### src/rtl/seq_shl_pkg.sv
// Shared types and default sizes for the sequential left shifter (seq_shl).
// Optional early termination is enabled with the SEQ_SHL_ZERO_SKIP_EN macro.
package seq_shl_pkg;

    typedef enum logic [1:0] {
        IDLE  = 2'b00,
        SHIFT = 2'b01,
        DONE  = 2'b10
    } state_e;

    localparam int DEF_DATAWIDTH = 8;
    localparam int DEF_AMTWIDTH  = 3;

endpackage : seq_shl_pkg

### src/rtl/seq_shl_step.sv
// Combinational single-bit left shift of the accumulator, with a zero flag
// on the shifted value so the controller can stop early when it is enabled.
module seq_shl_step #(
    parameter int DATAWIDTH = 8
) (
    input  logic [DATAWIDTH-1:0] acc_in,
    output logic [DATAWIDTH-1:0] acc_out,
    output logic                 acc_out_zero
);

    assign acc_out      = acc_in << 1;
    assign acc_out_zero = (acc_out == '0);

endmodule : seq_shl_step

### src/rtl/seq_shl.sv
// Sequential left shifter: accepts a/sh_amt in IDLE, shifts one bit per clock
// in SHIFT, and holds the result in DONE until out_ready. Define
// SEQ_SHL_ZERO_SKIP_EN to finish as soon as the accumulator becomes zero.
module seq_shl
    import seq_shl_pkg::*;
#(
    parameter int DATAWIDTH = DEF_DATAWIDTH,
    parameter int AMTWIDTH  = DEF_AMTWIDTH
) (
    input  logic                 Clk,
    input  logic                 Rst,
    input  logic                 in_valid,
    output logic                 in_ready,
    input  logic [DATAWIDTH-1:0] a,
    input  logic [AMTWIDTH-1:0]  sh_amt,
    output logic                 out_valid,
    input  logic                 out_ready,
    output logic [DATAWIDTH-1:0] d,
    output logic                 busy
);

`ifdef SEQ_SHL_ZERO_SKIP_EN
    localparam bit ZERO_SKIP = 1'b1;
`else
    localparam bit ZERO_SKIP = 1'b0;
`endif

    state_e                 state_q, state_d;
    logic [DATAWIDTH-1:0]   acc_q, acc_d;
    logic [AMTWIDTH-1:0]    cnt_q, cnt_d;
    logic [DATAWIDTH-1:0]   acc_shl;
    logic                   acc_shl_zero;

    seq_shl_step #(
        .DATAWIDTH (DATAWIDTH)
    ) u_step (
        .acc_in       (acc_q),
        .acc_out      (acc_shl),
        .acc_out_zero (acc_shl_zero)
    );

    always_comb begin
        // NOTE: every variable gets a default before the case so no path
        // leaves one unassigned, which would otherwise infer a latch.
        state_d = state_q;
        acc_d   = acc_q;
        cnt_d   = cnt_q;

        case (state_q)
            IDLE: begin
                if (in_valid) begin
                    acc_d = a;
                    cnt_d = sh_amt;
                    if (sh_amt == '0 || (ZERO_SKIP && a == '0)) begin
                        state_d = DONE;
                    end else begin
                        state_d = SHIFT;
                    end
                end
            end
            SHIFT: begin
                acc_d = acc_shl;
                cnt_d = cnt_q - AMTWIDTH'(1);
                // cnt counts the shifts still owed, including this edge's.
                if (cnt_q == AMTWIDTH'(1) || (ZERO_SKIP && acc_shl_zero)) begin
                    state_d = DONE;
                end
            end
            DONE: begin
                if (out_ready) begin
                    state_d = IDLE;
                end
            end
            default: begin
                state_d = IDLE;
            end
        endcase
    end

    // NOTE: state uses non-blocking assignments so every flop samples the
    // pre-edge values, regardless of statement order.
    always_ff @(posedge Clk or negedge Rst) begin
        if (!Rst) begin
            state_q <= IDLE;
            acc_q   <= '0;
            cnt_q   <= '0;
        end else begin
            state_q <= state_d;
            acc_q   <= acc_d;
            cnt_q   <= cnt_d;
        end
    end

    assign in_ready  = (state_q == IDLE);
    assign out_valid = (state_q == DONE);
    assign busy      = (state_q != IDLE);
    assign d         = acc_q;

endmodule : seq_shl
### config.mk
export PLATFORM = sky130hd
export DESIGN_NAME = seq_shl
export DESIGN_NICKNAME = d
export VERILOG_FILES = /design/src/rtl/seq_shl_pkg.sv /design/src/rtl/seq_shl_step.sv /design/src/rtl/seq_shl.sv
export SDC_FILE = /design/constraint.sdc
export NUM_CORES = 1
export LEC_CHECK = 0
export BUFFER_PORTS_ARGS = -buffer_cell sky130_fd_sc_hd__buf_2
export CORE_MARGIN = 5
export CORE_UTILIZATION = 47
export DETAILED_ROUTE_END_ITERATION = 8
export PLACE_DENSITY = 0.76
export SYNTH_ARGS = -nofsm -noshare
export SYNTH_HDL_FRONTEND = slang
export SYNTH_SLANG_ARGS = --single-unit
### constraint.sdc
create_clock -name Clk -period 1.6 [get_ports Clk]
set_input_delay 0.24 -clock Clk [delete_from_list [all_inputs] [get_ports Clk]]
set_output_delay 0.24 -clock Clk [all_outputs]
set_load 0.01 [all_outputs]
After elaboration in Yosys (flattened, before gate mapping)
Cells that the tools add are included.
{ "classes": {"addsub": 1, "n_eq_ne": 6, "n_mux": 9, "n_reduce_logical": 6} }
{ "op_table": {"columns": ["cell", "n"], "rows": [
  ["$pmux 8 s2", 1],
  ["$mux 2", 4],
  ["$mux 8", 1],
  ["$pmux 2 s3", 1],
  ["$pmux 3 s2", 1],
  ["$ne 2x2->1 const B", 2],
  ["$reduce_bool 2->1", 2],
  ["$eq 3x1->1 const B", 1],
  ["$logic_not 3->1", 1],
  ["$mux 3", 1],
  ["$reduce_and 3->1", 1],
  ["$sub 3x1->3 const B", 1],
  ["$eq 2x1->1 const B", 1],
  ["$eq 2x2->1 const B", 1],
  ["$logic_not 2->1", 1],
  ["$ne 2x1->1 const B", 1],
  ["$reduce_and 2->1", 1]
]} }
{ "totals": {"ff_bits": 13, "output_inout_bits": 11, "word_cells": 25} }

Longest topological paths before layout
{ "logic_depth": {"ltp_word": 4, "mapped_depth": 5, "ltp_nobuf": 5} }

Modules after synthesis
From an unflattened synthesis, not the netlist that was laid out.
{ "unflattened": {"cells_unflattened": 92, "hier_area_um2": 845.8} }
{ "modules_own_cells": {"columns": ["module", "instances", "cells_per_inst", "area_per_inst_um2", "seq_area_each_um2"], "rows": [
  ["seq_shl", 1, 81, 762.0, 325.3],
  ["seq_shl_step", 1, 11, 83.8, 0.0]
]} }

Least setup slack after synthesis
No wires, ideal clock.
{ "synth_timing": {"kind": "flip-flop to output port", "start": "reg state_q[0]", "end": "out busy", "arrival_ns": 0.971, "required_ns": 1.360, "slack_ns": 0.389, "path_stages_with_launch": 5, "path_buffers": 2, "cell_sequence": "dfrtp_1 -> buf_6 -> clkbuf_2 -> nor2_1 -> inv_1"} }
{ "synth_via": {"elab_chain_cells": 1} }
{ "synth_rtl": {"columns": ["item", "line_no", "rtl"], "rows": [
  ["start, declared", "seq_shl.sv:28", "state_e state_q, state_d;"],
  ["start signal, assigned", "seq_shl.sv:88", "state_q <= state_d;"],
  ["$reduce_bool 2->1", "seq_shl.sv:96", "assign busy = (state_q != IDLE);"],
  ["end, declared", "seq_shl.sv:19", "output logic busy"]
]} }
No other way between the ends.

Final worst setup path
{ "layout_timing": {"start": "reg state_q[1]", "end": "out out_valid"} }
{ "layout_via": {"elab_chain_cells": 1} }
{ "layout_rtl": {"columns": ["item", "line_no", "rtl"], "rows": [
  ["$eq 2x2->1", "seq_shl.sv:95", "assign out_valid = (state_q == DONE);"],
  ["end, declared", "seq_shl.sv:16", "output logic out_valid,"]
]} }
No other way between the ends.

==> key figures <==
Outcome
  – Outcome: complete, no violations

STA
  – Final Setup Violations: 0
  – Final worst slack: 0.0913 ns
  – Setup TNS: 0 ns
  – Hold Fails Final Rpt: 0
  – Slew Limit Fails: 0
  – Worst Skew: 0.000862 ns
  – Final min period: 1.51 ns
  – Final Cycle Share: 94.3%
  – Slew @ Worst Pin: 0.509 ns
  – RSZ-0062 raised after global routing: no
  – Hold WS: 0.214 ns
  – Worst slew margin: 66.1%
  – Highest Clock Rate: 663 MHz

Yosys
  – Synth Instances: 76
  – Synth warn: 0
  – Library cells used by synthesis: 25
  – Avg Cell Area, Syn: 9.60 µm²
  – Synth top area share: 44.6%
  – Most common cell in the netlist: dfrtp_1
  – Syn_nets: 93
  – Post-synth top area cell: dfrtp_1
  – Flops & latches, synth: 13
  – Async SR Flop Fraction: 100%
  – Number of enable flip-flop cells after synthesis: 0
  – Synth cell count leaders: dfrtp_1 (13), a22oi_1 (8), o21ai_1 (7)
  – Mapped cell area: 729 µm²
  – Sequential fraction of the synthesis area: 44.6%
  – Top cells by area, synth: dfrtp_1 (45%), a22oi_1 (8.2%), o21ai_1 (4.8%)
  – Main synth FF type: dfrtp_1

GRT
  – Vias in the first global route: 648
  – First-pass GRT wire length: 2770 µm
  – Total GRT Usage: 14.2%
  – Antenna violations before repair: 0
  – Remaining global-route overflow: 0
  – Largest net degree at the start of global routing: 18

Floorplanning
  – Die height: 49.4 µm
  – Initial Utilization: 49.0%
  – I/O Pins: 26
  – Die ar.: 0.00244 mm²
  – Row Count: 14
  – Die Span X: 49.4 µm
  – Core Area: 0.00149 mm²

Drt
  – Routed len/inst: 13.8 µm
  – Post-route ant nets: 0
  – WL final: 1640 µm
  – DR DRC count: 0
  – DR vias/cell: 5.45
  – DR iter-0 viols: 18
  – Drt first pass iters: 3
  – Via count: 648

Setup path
  – Reg2reg setup slack: 0.27 ns
  – R2R cell count: 3
  – Worst setup SP type: register
  – CP Class: reg -> out
  – Worst-path fanout max: 17
  – Crit end category: output port
  – FF-to-FF End: d[1]
  – RR Startpoint: state_q[0]
  – WP data required: 1.36 ns
  – Crit path arrival time: 1.27 ns

Hold path
  – Hold Startpoint: a[0]
  – Hold Path Class: in -> reg
  – WHS Endpoint: d[0]
  – Min-Delay Path Depth: 2

Cells and area
  – ANT cells: 0
  – Synthesis-to-layout area growth: 21.4%
  – Final Core Density: 59.5%
  – Final net count: 121
  – Finished Layout Cells: 119
  – Share of cells above drive strength 1: 31.1%

Clock network
  – H-tree lvl count: 1
  – Number of CTS-inserted buffers: 3
  – Setup Fix Bufs, Post-CTS: 0
  – CTS sink cnt: 13
  – CTS clk-pin slew, worst paths: 0.08 ns
  – Clk_lat worst skew: 0.27 ns
  – PostCTS Resize Cnt: 0
  – Hold Buf Count CTS: 1
  – CTS tree: yes
  – Root buffer cell: clkbuf_4
  – Max clock buf depth: 2

Placed design
  – Detailed Place HPWL: 1210 µm
  – Final RePlAce weighted congestion: 0.743
  – Buffers on Ports: 25
  – Dpl cells: 114
  – Place WS: 0.290 ns

Power and ir drop
  – Peak VDD IR: 1170 µV
  – Leakage Power: 0.000448 µW
  – PwrDens: 1910 mW/mm²

Flow run
  – Max-Cap Viols: 0
## routing by layer
| metal | wire length [µm] | up-vias | global-route usage [%] | part of all wire, % |
|---|---|---|---|---|
| li1 | - | 326 | - | - |
| met1 | 756 | 305 | 18.8 | 46 |
| met2 | 790 | 15 | 21.5 | 48 |
| met3 | 83 | 2 | 5.50 | 5.1 |
| met4 | 8 | 0 | 3.49 | 0.49 |
| met5 | 0 | - | 0 | 0 |
## where the power goes
group          total [µW]  switching [µW]  internal [µW]
logic                 805             415            390
clock network         200             103           96.6
registers             689             204            485
total                1690             722            972
## registers in the layout (all words and copies together), names as in the netlist
name and cells:
d 8, cnt_q 3, state_q 2
## cells in the final DEF (no fill, tap or decap), drive strengths merged
| cell | Yosys | routed |
|---|---|---|
| a22oi | 8 | 8 |
| nor2b | 6 | 6 |
| a32o | 1 | 1 |
| nor2 | 1 | 1 |
| nand2b | 1 | 1 |
| nand2 | 4 | 4 |
| dfrtp | 13 | 13 |
| and3b | 1 | 1 |
| buf | 3 | 26 |
| ha | 2 | 2 |
| inv | 6 | 6 |
| nor3 | 1 | 1 |
| o21ai | 12 | 12 |
| nand3b | 1 | 1 |
| a2bb2oi | 2 | 2 |
| mux2i | 1 | 1 |
| and2b | 4 | 4 |
| o21bai | 1 | 1 |
| dlygate4sd3 | 0 | 1 |
| clkbuf | 1 | 4 |
| a221oi | 1 | 1 |
| a21oi | 6 | 6 |
## metrics by stage
stage               power, µW  area, µm²
finish                   1690        886
CTS                      1710        886
floorplan                1260        729
global placement         1480        850
detailed placement       1500        850
global route             1860        886
## area by class of cell
class	instances	area, µm²
tap	16	20.0
timing repair buffer	27	143
multi-input combinational	53	349
sequential	13	325
clock buffer	4	26.3
inverter	6	22.5
fill	122	603
## critical path, stage by stage (launching register included)
cell	delay [ns]
dfrtp_1	0.66
nor2b_1	0.19
buf_2	0.14
## cells by family after synthesis
group                    after synthesis  share of synthesized area [%]
AND/OR/NAND/NOR                       19                           16.5
adder cells (fa/ha/maj)                2                           3.43
AO/OA/AOI/OAI                         31                           26.6
flip-flops                            13                           44.6
multiplexers                           1                           1.37
buffers and inverters                 10                           7.55
## worst max-delay path by stage
stage	start	end	slack, ns	cells after the start
floorplan	state_q[0]	busy	0.39	4
global placement	state_q[0]	d[1]	0.34	3
detailed placement	state_q[0]	d[1]	0.29	3
CTS	state_q[1]	out_valid	0.1	2
global route	state_q[1]	out_valid	0.01	2
finish	state_q[1]	out_valid	0.09	2
Note: power is estimated with default switching activity, not from simulation.
